[src/rtl/i2c_master_reg16_if.sv]
// Request/response and on-chip I2C lines of the 16-bit register write master.
interface i2c_master_reg16_if;
    localparam int unsigned ADDR_W = 7;
    localparam int unsigned DATA_W = 16;

    logic              start;
    logic [ADDR_W-1:0] addr;
    logic [DATA_W-1:0] data;
    logic              busy;
    logic              done;
    logic              ack_error;
    logic              scl;
    logic              sda_in;
    logic              sda_out;

    // Master: the I2C initiator itself.
    modport master (
        input  start, addr, data, sda_in,
        output busy, done, ack_error, scl, sda_out
    );

    // Slave: the requesting logic plus the I/O buffer feeding sda_in back.
    modport slave (
        output start, addr, data, sda_in,
        input  busy, done, ack_error, scl, sda_out
    );
endinterface

[src/rtl/i2c_master_reg16.sv]
// Write-only I2C initiator: START, {addr,W}, data[15:8], data[7:0], STOP.
// Every state phase lasts one quarter-bit of CLK_DIV clocks.
module i2c_master_reg16 #(
    parameter int unsigned CLK_DIV = 60
) (
    input  logic                clk,
    input  logic                reset,
    i2c_master_reg16_if.master  bus
);

    localparam int unsigned QCNT_W  = 10;
    localparam int unsigned SHIFT_W = 24;
    localparam int unsigned BIT_W   = 4;
    localparam int unsigned BYTE_W  = 2;
    localparam int unsigned PHASE_W = 2;

    localparam logic [QCNT_W-1:0]  QCNT_LAST = QCNT_W'(CLK_DIV - 1);
    localparam logic [BIT_W-1:0]   ACK_SLOT  = BIT_W'(8);
    localparam logic [BYTE_W-1:0]  LAST_BYTE = BYTE_W'(2);

    typedef enum logic [2:0] {
        S_IDLE,
        S_START,
        S_BIT,
        S_STOP,
        S_DONE
    } state_t;

    state_t               state,     state_n;
    logic [QCNT_W-1:0]    qcnt,      qcnt_n;
    logic [PHASE_W-1:0]   phase,     phase_n;
    logic [BIT_W-1:0]     bit_cnt,   bit_cnt_n;
    logic [BYTE_W-1:0]    byte_cnt,  byte_cnt_n;
    logic [SHIFT_W-1:0]   shreg,     shreg_n;
    logic                 scl,       scl_n;
    logic                 sda,       sda_n;
    logic                 busy,      busy_n;
    logic                 done,      done_n;
    logic                 ack_error, ack_error_n;
    logic                 q_last;

    assign q_last = (qcnt == QCNT_LAST);

    // State, counters and all bus-facing outputs register together.
    always_ff @(posedge clk) begin
        if (reset) begin
            state     <= S_IDLE;
            qcnt      <= '0;
            phase     <= '0;
            bit_cnt   <= '0;
            byte_cnt  <= '0;
            shreg     <= '0;
            scl       <= 1'b1;
            sda       <= 1'b1;
            busy      <= 1'b0;
            done      <= 1'b0;
            ack_error <= 1'b0;
        end else begin
            state     <= state_n;
            qcnt      <= qcnt_n;
            phase     <= phase_n;
            bit_cnt   <= bit_cnt_n;
            byte_cnt  <= byte_cnt_n;
            shreg     <= shreg_n;
            scl       <= scl_n;
            sda       <= sda_n;
            busy      <= busy_n;
            done      <= done_n;
            ack_error <= ack_error_n;
        end
    end

    // Next state, quarter sequencing, and line levels derived from the next state.
    always_comb begin
        state_n     = state;
        qcnt_n      = q_last ? '0 : qcnt + QCNT_W'(1);
        phase_n     = phase;
        bit_cnt_n   = bit_cnt;
        byte_cnt_n  = byte_cnt;
        shreg_n     = shreg;
        ack_error_n = ack_error;
        scl_n       = 1'b1;
        sda_n       = 1'b1;
        busy_n      = 1'b0;
        done_n      = 1'b0;

        case (state)
            S_IDLE: begin
                qcnt_n = '0;
                if (bus.start) begin
                    state_n     = S_START;
                    phase_n     = '0;
                    bit_cnt_n   = '0;
                    byte_cnt_n  = '0;
                    shreg_n     = {bus.addr, 1'b0, bus.data};
                    ack_error_n = 1'b0;
                end
            end

            S_START: begin
                if (q_last) begin
                    if (phase == PHASE_W'(1)) begin
                        state_n = S_BIT;
                        phase_n = '0;
                    end else begin
                        phase_n = phase + PHASE_W'(1);
                    end
                end
            end

            S_BIT: begin
                // Slave response is taken on the final cycle of the high-going quarter.
                if (bit_cnt == ACK_SLOT && phase == PHASE_W'(2) && q_last && bus.sda_in) begin
                    ack_error_n = 1'b1;
                end
                if (q_last) begin
                    if (phase == PHASE_W'(3)) begin
                        phase_n = '0;
                        if (bit_cnt == ACK_SLOT) begin
                            bit_cnt_n = '0;
                            if (ack_error || byte_cnt == LAST_BYTE) begin
                                state_n = S_STOP;
                            end else begin
                                byte_cnt_n = byte_cnt + BYTE_W'(1);
                            end
                        end else begin
                            bit_cnt_n = bit_cnt + BIT_W'(1);
                            shreg_n   = {shreg[SHIFT_W-2:0], 1'b0};
                        end
                    end else begin
                        phase_n = phase + PHASE_W'(1);
                    end
                end
            end

            S_STOP: begin
                if (q_last) begin
                    if (phase == PHASE_W'(2)) begin
                        state_n = S_DONE;
                        phase_n = '0;
                    end else begin
                        phase_n = phase + PHASE_W'(1);
                    end
                end
            end

            S_DONE: begin
                qcnt_n  = '0;
                state_n = S_IDLE;
            end

            default: begin
                state_n = S_IDLE;
                qcnt_n  = '0;
                phase_n = '0;
            end
        endcase

        case (state_n)
            S_START: begin
                busy_n = 1'b1;
                sda_n  = (phase_n == '0);
            end
            S_BIT: begin
                busy_n = 1'b1;
                scl_n  = phase_n[1];
                sda_n  = (bit_cnt_n == ACK_SLOT) ? 1'b1 : shreg_n[SHIFT_W-1];
            end
            S_STOP: begin
                busy_n = 1'b1;
                scl_n  = (phase_n != '0);
                sda_n  = (phase_n == PHASE_W'(2));
            end
            S_DONE: begin
                done_n = 1'b1;
            end
            default: begin
                scl_n = 1'b1;
                sda_n = 1'b1;
            end
        endcase
    end

    assign bus.scl       = scl;
    assign bus.sda_out   = sda;
    assign bus.busy      = busy;
    assign bus.done      = done;
    assign bus.ack_error = ack_error;

endmodule

[src/flat_wrapper.sv]
// flat-port wrapper written by rule: the top's interface ports become plain ports
module i2c_master_reg16_flat 
#(
    parameter int unsigned CLK_DIV = 60
)
  (clk, reset, bus_start, bus_addr, bus_data, bus_sda_in, bus_busy, bus_done, bus_ack_error, bus_scl, bus_sda_out);
  i2c_master_reg16_if bus_i ();
  input  logic clk;
  input  logic reset;
  input wire logic [$bits(bus_i.start)-1:0] bus_start;
  input wire logic [$bits(bus_i.addr)-1:0] bus_addr;
  input wire logic [$bits(bus_i.data)-1:0] bus_data;
  input wire logic [$bits(bus_i.sda_in)-1:0] bus_sda_in;
  output wire logic [$bits(bus_i.busy)-1:0] bus_busy;
  output wire logic [$bits(bus_i.done)-1:0] bus_done;
  output wire logic [$bits(bus_i.ack_error)-1:0] bus_ack_error;
  output wire logic [$bits(bus_i.scl)-1:0] bus_scl;
  output wire logic [$bits(bus_i.sda_out)-1:0] bus_sda_out;
  assign bus_i.start = bus_start;
  assign bus_i.addr = bus_addr;
  assign bus_i.data = bus_data;
  assign bus_i.sda_in = bus_sda_in;
  assign bus_busy = bus_i.busy;
  assign bus_done = bus_i.done;
  assign bus_ack_error = bus_i.ack_error;
  assign bus_scl = bus_i.scl;
  assign bus_sda_out = bus_i.sda_out;
  i2c_master_reg16 #(.CLK_DIV(CLK_DIV)) u_core (.clk(clk), .reset(reset), .bus(bus_i));
endmodule
[config.mk]
export PLATFORM = sky130hd
export DESIGN_NAME = i2c_master_reg16_flat
export DESIGN_NICKNAME = d
export VERILOG_FILES = /design/src/rtl/i2c_master_reg16_if.sv /design/src/rtl/i2c_master_reg16.sv /design/src/flat_wrapper.sv
export SDC_FILE = /design/constraint.sdc
export NUM_CORES = 1
export LEC_CHECK = 0
export ABC_AREA = 1
export BUFFER_PORTS_ARGS = -buffer_cell sky130_fd_sc_hd__clkbuf_2
export CAP_MARGIN = 20
export CORE_ASPECT_RATIO = 1.5
export CORE_MARGIN = 2
export CORE_UTILIZATION = 45
export DETAILED_ROUTE_END_ITERATION = 7
export HOLD_SLACK_MARGIN = 0.08
export PLACE_DENSITY = 0.75
export SETUP_SLACK_MARGIN = 0.5
export SYNTH_ARGS = -nofsm -noshare
export SYNTH_HDL_FRONTEND = slang
export SYNTH_SLANG_ARGS = --single-unit
[constraint.sdc]
create_clock -name clk -period 1.7 [get_ports clk]
set_input_delay 0.34 -clock clk [delete_from_list [all_inputs] [get_ports clk]]
set_output_delay 0.34 -clock clk [all_outputs]
set_load 0.01 [all_outputs]
==> summary.md, run 1 <==
| Metric | Value |
|---|---|
| Met1 GRT Util | between 20% and 30% |
| Synthesized net count | just over 400 |
| Post-synth design cell area | 0.00261 mm² |
| Cell mode on critical path | nand2_1 |
| Sequential cell area | roughly 0.0010 mm² |
| FMAX | 579 MHz |
| YS warnings | 0 |
| WP buf/inv | 1 |
| Max-cap violations | 0 |
| Crit path launch | u_core.qcnt[1]$_SDFF_PP0_ |
| Number of buffers created by CTS | 5 |
| Area occupied by multi-input gates | 0.00172 mm² |
| Number of global-route vias before repair | 2,536 |
| H-tree levels | 2 |
| Seq cells post-synth | 50 |
| Buffers added on ports | 31 |
| Most common cell in the netlist | nand2_1 |
| Placer Congestion | 0.943 |
| Die ar. | between 0.006 and 0.007 mm² |
| IO Pins | 32 |
| DRC | 0 |
| Clock-pin slew on the worst setup and hold paths | 0.10 ns |
| Pwr Density | 651 mW/mm² |
| EDFF count, synth | 0 |
| Total power | 2300 µW |
| Violated checks | negative setup slack |
| Layout cells sized above 1 | a little over two fifths |
| Area growth, synth to finish | 35.3% |
| Grt ovf | 0 |
| Row cnt | 34 |
| Hold path start | bus_data[11] |
| Clk sink count | 50 |
| Grt met3 use | 4.40% |
| Vias | about 2,600 |
| Worst path max stage delay | 0.37 ns |
| Worst skew pair latency | between 0.3 and 0.4 ns |
| Avg Inst Size Synth | ~7 µm² |
| Fin. max-slew vios | 0 |
| Critical-path cell list | ha_4, nand2_4, nor2_4, buf_6, nand3_4, nand2_4, nand2_1, nor2_1, nand3_1, nand2_1, a21oi_2, nand2_1 |
| Peak supply drop | 512 µV |
| Crit-path slowest cell | dfxtp_2 |
| Crit share post-route | 102% |
| Nets | between 400 and 500 |
| Min Tclk post-route | ~1.7 ns |
| Tot GR Track Use | 22.4% |
| Reg-to-reg startpoint | u_core.qcnt[1]$_SDFF_PP0_ |
| Initial antenna violation count | 0 |
| Worst Skew | 0.00795 ns |
| Largest net degree at the start of global routing | 35 |
| Worst-path fanout max | 5 |
| Crit Path Category | register to register |
| CTS tree | done |
| Diodes inserted | 0 |
| WP data arrival | 2.00 ns |
| Status | finished, violations left |
| Netlist cell types | 36 |
| Post-Place Worst Slack | 0.0185 ns |
| Most area-consuming cells after synthesis | dfxtp_1 (38%), nand2_1 (17%), inv_1 (6.0%) |
| CTS Buffer Depth | 2 |
| Synth Flop Type | dfxtp_1 |
| Mapped Cells | roughly 370 |
| Final Hold Fails | 0 |
| Synth top cells by count | nand2_1 (119), dfxtp_1 (50), inv_1 (42) |
| Fin worst setup slack | -0.0262 ns |
| Ys async rst share | 0% |
| Die width | 66.2 µm |
| Met2 usage | 40.1% |
| DP HPWL | roughly 4500 µm |
| Top delay family on crit path | simple AND/OR/NAND/NOR gates |
| Core box area | 0.00570 mm² |
| Routed length per instance | 14.0 µm |
| Critical Path Start Type | register |
| Area leader, netlist | dfxtp_1 |
| Die Height | 97.3 µm |
| Via density | about 5.2 |
| Worst min path class | input pin to register |
| Root Driver | clkbuf_8 |
| Grt peak-use layer | met2 |
| CP Capture Type | register |
| Starting Density | 45.8% |
| Routed Antenna Nets | 0 |
| First-pass GRT wire length | around 11,000 µm |
| Setup violations, final | 1 |
| RSZ-0062 raised after global routing | yes |
| Leakage | about 0.0015 µW |
| Post-synthesis sequential area ratio | 38.3% |
| First DRT Iteration DRCs | 124 |
| Measured slew at the worst slew-check pin | 0.402 ns |
| Drt total wl | 7070 µm |
| Drt pass-1 iters | 4 |
| Slew margin rel. | 73.2% |
| Filler cells | 537 |
| Share of Yosys cell area claimed by the top area cell type | 38.3% |
| Critical path required time | around 2 ns |
## routing by layer
layer / vias to the layer above / wire length (µm)
met4: 0 / 320
met5: - / 0
met3: 32 / 284
met2: 82 / 3770
li1: 1318 / -
met1: 1199 / 2700
## cells by family after synthesis
group           Yosys count  synth area share [%]
compound gates           45                  10.7
xor+xnor                  5                  1.68
fa+ha+maj                10                  4.79
buf+inv                  58                  9.53
flops                    50                  38.3
simple gates            206                  35.0
## flip-flops by register name, indices dropped and copies added (netlist names)
signal / flops
u_core.shreg: 24
u_core.qcnt: 10
u_core.bit_cnt: 4
u_core.state: 3
u_core.byte_cnt: 2
u_core.phase: 2
u_core.bus.ack_error: 1
u_core.bus.busy: 1
u_core.bus.done: 1
u_core.bus.scl: 1
u_core.bus.sda_out: 1
## placed cells by master (no fill, tap or decap), drive strengths merged
cell,n
inv,45
nor3,7
o21a,1
a31oi,21
or2,1
nor3b,1
nor2,35
xnor2,1
xor2,4
clkbuf,36
a21boi,1
o21ai,6
nand3,31
clkinvlp,1
nand2,124
a21oi,12
ha,10
dfxtp,50
buf,29
a22oi,1
nand4,6
nor4,1
o21bai,1
a211oi,1
clkinv,4
nand3b,1
a41oi,1
## worst paths after layout
kind                                                       to  slack, ns  cells after the start
worst max-delay path            u_core.bus.sda_out$_SDFF_PP1_      -0.03                     12
worst min-delay path            u_core.shreg[11]$_SDFFE_PP0P_       0.25                      3
worst max register to register  u_core.bus.sda_out$_SDFF_PP1_      -0.03                     12
worst min register to register   u_core.shreg[4]$_SDFFE_PP0P_       0.49                      2
## worst register-to-register path: cells and delay by family (launching register included)
kind / cells / cell delay [ns]
adders and majority gates: 1 / 0.15
and+or+nand+nor: 9 / 0.95
AOI/OAI and AO/OA: 1 / 0.06
DFF: 1 / 0.37
buffers and inverters: 1 / 0.16
## report_power, final
part           switching, µW  internal (µW)
sequential              33.7           1210
combinational            169            143
clock                    442            298
## final cells by class
cell class,instances,share of cell area [%]
flip-flops and latches,50,28.9
repair inverters,2,0.496
inverters,45,5.06
multi-input cells,267,48.6
well taps,72,2.55
clock inverters,3,0.708
repair buffers,60,11.8
clock buffers,5,1.95
## repair_timing
item	CTS	global route
gates resized for setup	60	46
endpoints found under the setup margin	50	51
setup buffers	8	2
hold buffers	0	0
pin swaps	13	19
cloned	5	0
## stage by stage
| step | setup TNS [ns] | area (µm²) | std cells | hold WS [ns] | util [%] |
|---|---|---|---|---|---|
| finish | -0.0262 | 3530 | 504 | 0.254 | 62.0 |
| floorplan | 0 | 2700 | 374 | 0.420 | - |
| global route | -1.19 | 3530 | 504 | 0.264 | 62.0 |
| CTS | 0 | 3360 | 502 | 0.260 | 59.0 |
| detailed placement | 0 | 2990 | 481 | 0.434 | 52.5 |
| global placement | 0 | 2990 | 481 | 0.430 | 52.5 |
(Power assumes the default switching activity.)
==> run 2, diff against run 1 <==
Settings changed: CTS_BUF_LIST set to sky130_fd_sc_hd__clkbuf_2.
Clock period 1.7 ns to 1.45 ns, I/O delays scaled along.
==> summary.md, run 2 (synthesis gave the netlist of run 1 again) <==
| Metric | Value |
|---|---|
| Routed Antenna Nets | 0 |
| IO Pins | 32 |
| CP Capture Type | register |
| Sequential cell area | 0.00103 mm² |
| Critical path required time | 1.82 ns |
| Number of buffers created by CTS | 5 |
| Peak supply drop | 587 µV |
| Via density | 5.21 |
| First DRT Iteration DRCs | 123 |
| WP data arrival | 2.08 ns |
| Core box area | 0.00570 mm² |
| Starting Density | between 40% and 50% |
| Initial antenna violation count | 0 |
| Row cnt | 34 |
| Internal Power | 1770 µW |
| Worst Reg-to-Reg Cells | 10 |
| Filler cells | 425 |
| Max-cap violations | 0 |
| Violated checks | negative setup slack |
| Drt total wl | 8090 µm |
| Vias | roughly 2,900 |
| Comb power frac | 18.0% |
| Status | finished, violations left |
| Placer Congestion | 0.908 |
| Pwr Density | approximately 610 mW/mm² |
| Tot GR Track Use | between 20% and 30% |
| Area occupied by multi-input gates | 0.00172 mm² |
| Slew margin rel. | approximately three quarters |
| Sequential share of power | 59.4% |
| Critical Path Start Type | register |
| Largest net degree at the start of global routing | 25 |
| Crit Path Category | register to register |
| Critical Path End | u_core.shreg[21]$_SDFFE_PP0P_ |
| Clock-pin slew on the worst setup and hold paths | 0.23 ns |
| Final core utilization | 70.6% |
| Setup TNS | -5.40 ns |
| Worst-path fanout max | 5 |
| H-tree levels | 2 |
| Routed length per instance | approximately 14 µm |
| Hold path cells | 3 |
| Die width | between 60 and 70 µm |
| CTS Buffer Depth | 2 |
| Leakage | 0.00182 µW |
| Min Tclk post-route | 1.71 ns |
| Switch share | 28.3% |
| Die Height | ~97 µm |
| Nets | 529 |
| Dpl cell area | between 0.003 and 0.004 mm² |
| Area growth, synth to finish | 54.2% |
| Diodes inserted | 0 |
| Placed instance count | approximately 520 |
| Crit share post-route | 118% |
| Clock share of power | 22.7% |
| First-pass GRT wire length | roughly 12,000 µm |
| Max reg flops | 24 |
| DP HPWL | 5010 µm |
| Flop-to-flop setup slack | -0.26 ns |
| FMAX | 586 MHz |
| Largest regs | u_core.shreg (24), u_core.qcnt (10), u_core.bit_cnt (4) |
| Fin worst setup slack | -0.258 ns |
| Root Driver | clkbuf_2 |
| Crit path launch | u_core.bit_cnt[0]$_SDFF_PP0_ |
| Grt ovf | 0 |
| Die ar. | 0.00644 mm² |
| Worst Skew | between 0.015 and 0.02 ns |
| Measured slew at the worst slew-check pin | about 0.37 ns |
| Worst skew pair latency | 0.44 ns |
| Final design instance area without fill | 0.00403 mm² |
| Register with the most flip-flops | u_core.shreg |
| Reg-to-reg startpoint | u_core.bit_cnt[0]$_SDFF_PP0_ |
| CTS tree | done |
| Clk sink count | 50 |
| RSZ-0062 raised after global routing | yes |
| Number of global-route vias before repair | around 2,900 |
| Layout cells sized above 1 | 44.0% |
| Final Hold Fails | 0 |
| Worst min path class | input pin to register |
| Drt pass-1 iters | 4 |
| Most common library cell in the layout ignoring fill and taps | nand2_1 |
| Fin. max-slew vios | 0 |
| Setup violations, final | 42 |
| Final cell count without fillers | approximately 570 |
| Commonest non-fill, non-tap cells in the layout | nand2_1 (87), buf_4 (57), dfxtp_1 (36) |
| P_sw | 697 µW |
| DRC | 0 |
| Buffers added on ports | 31 |
| RR Endpoint | u_core.shreg[21]$_SDFFE_PP0P_ |
-- run 2: layout make-up --
| type | instances | share of cell area [%] |
|---|---|---|
| Sequential cell | 50 | 25.5 |
| Timing Repair Buffer | 121 | 23.8 |
| Clock inverter | 2 | 0.218 |
| Tap cell | 72 | 2.24 |
| Clock buffer | 6 | 0.746 |
| Inverter | 45 | 4.57 |
| Timing Repair inverter | 2 | 0.373 |
| Multi-Input combinational cell | 267 | 42.6 |
-- run 2: per-stage QoR --
stage / worst slack (ns) / total power (µW) / hold WS [ns]
after global routing: -0.364 / 2570 / 0.101
after detailed placement: -0.210 / 1780 / 0.462
final: -0.258 / 2470 / 0.141
after global placement: -0.160 / 1770 / 0.447
after floorplan: -0.00738 / 1660 / 0.420
after CTS: -0.197 / 2380 / 0.0826
-- run 2: layer usage --
layer | wire length, µm | part of all wire [%] | GRT usage, % | vias to the layer above
li1 | - | - | - | 1437
met1 | 2870 | 36 | 24.6 | 1380
met2 | 4570 | 56 | 46.8 | 90
met3 | 265 | 3.3 | 4.75 | 37
met4 | 384 | 4.7 | 10.2 | 0
met5 | 0 | 0 | 0 | -
-- run 2: what timing repair did --
action / in CTS / in global routing
endpoints found under the setup margin: 55 / 55
pin swaps: 16 / 24
hold buffers: 17 / 3
gates resized for setup: 36 / 76
hold endpoints to repair: 17 / 3
buffers inserted: 5 / 5
gates cloned: 3 / 1
-- run 2: how the worst min path moves through the flow --
| stage | from | slack, ns | endpoint |
|---|---|---|---|
| after global placement | u_core.shreg[0]$_SDFFE_PP0P_ | 0.45 | u_core.shreg[0]$_SDFFE_PP0P_ |
| final | bus_data[7] | 0.14 | u_core.shreg[7]$_SDFFE_PP0P_ |
| after CTS | bus_data[9] | 0.08 | u_core.shreg[9]$_SDFFE_PP0P_ |
| after detailed placement | u_core.byte_cnt[1]$_SDFFE_PP0P_ | 0.46 | u_core.byte_cnt[1]$_SDFFE_PP0P_ |
| after floorplan | u_core.qcnt[0]$_SDFF_PP0_ | 0.42 | u_core.qcnt[0]$_SDFF_PP0_ |
| after global routing | bus_data[7] | 0.10 | u_core.shreg[7]$_SDFFE_PP0P_ |
-- run 2: power by group through the flow --
stage / combinational (µW) / sequential (µW) / clock, µW
2_1_floorplan: 179 / 1480 / 0
3_3_place_gp: 290 / 1480 / 0
3_5_place_dp: 295 / 1480 / 0
4_1_cts: 355 / 1460 / 569
5_1_grt: 478 / 1470 / 618
6_report: 443 / 1460 / 559
-- run 2: critical path, stage by stage, from the launching register on --
cell and delay, ns:
dfxtp_2 0.39, inv_2 0.05, ha_4 0.16, nand3_4 0.08, buf_6 0.14, inv_4 0.04, nor3_4 0.24, nand2_4 0.13
inv_4 0.12, nand2_2 0.07, a31oi_2 0.21
==> run 3, diff against run 2 <==
Settings changed: PLACE_DENSITY 0.75 to not set, PLACE_DENSITY_LB_ADDON set to 0.15.
==> summary.md, run 3 (synthesis gave the netlist of run 1 again) <==
| Metric | Value |
|---|---|
| Initial antenna violation count | 0 |
| Tot GR Track Use | 23.6% |
| Number of global-route vias before repair | 2,872 |
| Die width | 66.2 µm |
| Final Hold Fails | 0 |
| Slew margin rel. | 72.8% |
| Most common library cell in the layout ignoring fill and taps | nand2_1 |
| Area occupied by multi-input gates | around 0.0017 mm² |
| Worst skew pair latency | 0.43 ns |
| Status | finished, violations left |
| Worst min path class | input pin to register |
| Largest net degree at the start of global routing | 26 |
| CTS Buffer Depth | 2 |
| Vias | 2,894 |
| Commonest non-fill, non-tap cells in the layout | nand2_1 (99), buf_4 (63), dfxtp_1 (36) |
| Filler cells | approximately 480 |
| Leakage | 0.00186 µW |
| Pwr Density | around 680 mW/mm² |
| Crit share post-route | 115% |
| Diodes inserted | 0 |
| DP HPWL | slightly below 5000 µm |
| Via density | just over 5 |
| Fin. max-slew vios | 0 |
| Drt pass-1 iters | 4 |
| Buffers added on ports | 31 |
| Die Height | between 90 and 100 µm |
| Number of buffers created by CTS | 5 |
| Max-cap violations | 0 |
| CTS tree | done |
| Worst-path fanout max | 5 |
| Measured slew at the worst slew-check pin | 0.405 ns |
| Root Driver | clkbuf_2 |
| Setup violations, final | 46 |
| FMAX | 601 MHz |
| IO Pins | 32 |
| DRC | 0 |
| Layout cells sized above 1 | 42.3% |
| Area growth, synth to finish | 55.6% |
| CP Capture Type | register |
| Grt ovf | 0 |
| Register with the most flip-flops | u_core.shreg |
| Crit Path Category | register to register |
| Routed length per instance | 13.3 µm |
| Critical Path Start Type | register |
| Routed Antenna Nets | 0 |
| Min Tclk post-route | 1.66 ns |
| WP data arrival | approximately 2 ns |
| Dpl cell area | 0.00335 mm² |
| Setup TNS | -6.30 ns |
| Die ar. | ~0.0064 mm² |
| Max reg flops | 24 |
| Worst Skew | roughly 0.026 ns |
| Peak supply drop | 582 µV |
| Starting Density | 45.8% |
| Row cnt | 34 |
| Critical path required time | 1.83 ns |
| Total power | ~2800 µW |
| Final design instance area without fill | 0.00406 mm² |
| Fin worst setup slack | -0.213 ns |
| First-pass GRT wire length | 12,100 µm |
| Drt total wl | 7600 µm |
| Largest regs | u_core.shreg (24), u_core.qcnt (10), u_core.bit_cnt (4) |
| Core box area | around 0.0057 mm² |
| RSZ-0062 raised after global routing | yes |
| Nets | 537 |
| First DRT Iteration DRCs | 93 |
| Clk sink count | 50 |
| Sequential cell area | a little over 0.001 mm² |
| Clock-pin slew on the worst setup and hold paths | 0.26 ns |
| Worst Reg-to-Reg Cells | 10 |
| H-tree levels | 2 |
| Violated checks | negative setup slack |
| Placer Congestion | 0.816 |
| Hold path cells | 3 |
## run 3: cell type report
type	count	area share, %
multi-input combinational	268	40.8
sequential	50	25.1
timing repair buffer	128	24.9
inverter	45	4.46
tap	72	2.22
clock inverter	3	1.57
clock buffer	5	0.616
timing repair inverter	2	0.369
## run 3: layer usage
layer | up-vias | global-route usage (%) | routed length, µm
met5 | - | 0 | 0
met2 | 53 | 44.8 | 4310
met1 | 1361 | 24.6 | 2920
met4 | 0 | 9.11 | 174
li1 | 1464 | - | -
met3 | 16 | 3.71 | 197
## run 3: stage by stage
stage	hold slack, ns	utilization [%]	std cells	setup slack (ns)
finish	0.105	71.3	573	-0.213
global route	0.100	71.3	573	-0.347
CTS	0.0836	67.6	563	-0.179
detailed placement	0.462	58.7	526	-0.173
global placement	0.461	58.7	526	-0.128
floorplan	0.420	-	374	-0.00738
## run 3: final timing paths
| check | start | end | slack, ns |
|---|---|---|---|
| worst max-delay path | u_core.qcnt[7]$_SDFF_PP0_ | u_core.shreg[16]$_SDFFE_PP0P_ | -0.21 |
| worst min-delay path | bus_data[4] | u_core.shreg[4]$_SDFFE_PP0P_ | 0.10 |
| worst max register to register | u_core.qcnt[7]$_SDFF_PP0_ | u_core.shreg[16]$_SDFFE_PP0P_ | -0.21 |
| worst min register to register | u_core.byte_cnt[1]$_SDFFE_PP0P_ | u_core.byte_cnt[1]$_SDFFE_PP0P_ | 0.49 |
## run 3: power by group
group          total (µW)  internal, µW  switching [µW]  leakage [µW]
combinational         410           212             197       0.00139
sequential           1460          1430            29.8      0.000415
clock                 914           458             457     0.0000506
## run 3: repair_timing
item	4_1_cts	5_1_grt
hold buffers	17	3
pin swaps	20	25
setup endpoints to repair	55	55
gates cloned	5	1
endpoints found under the hold margin	17	3
buffers inserted	7	6
gates resized for setup	48	44
## run 3: critical path, cell delays in order, from the launching register on
cell,delay (ns)
dfxtp_2,0.37
nor2_1,0.10
nand2_1,0.11
nor2_4,0.21
nand2_4,0.12
buf_6,0.13
nor3_4,0.15
nand2_4,0.12
clkinv_4,0.09
a21oi_2,0.05
nor3b_2,0.17
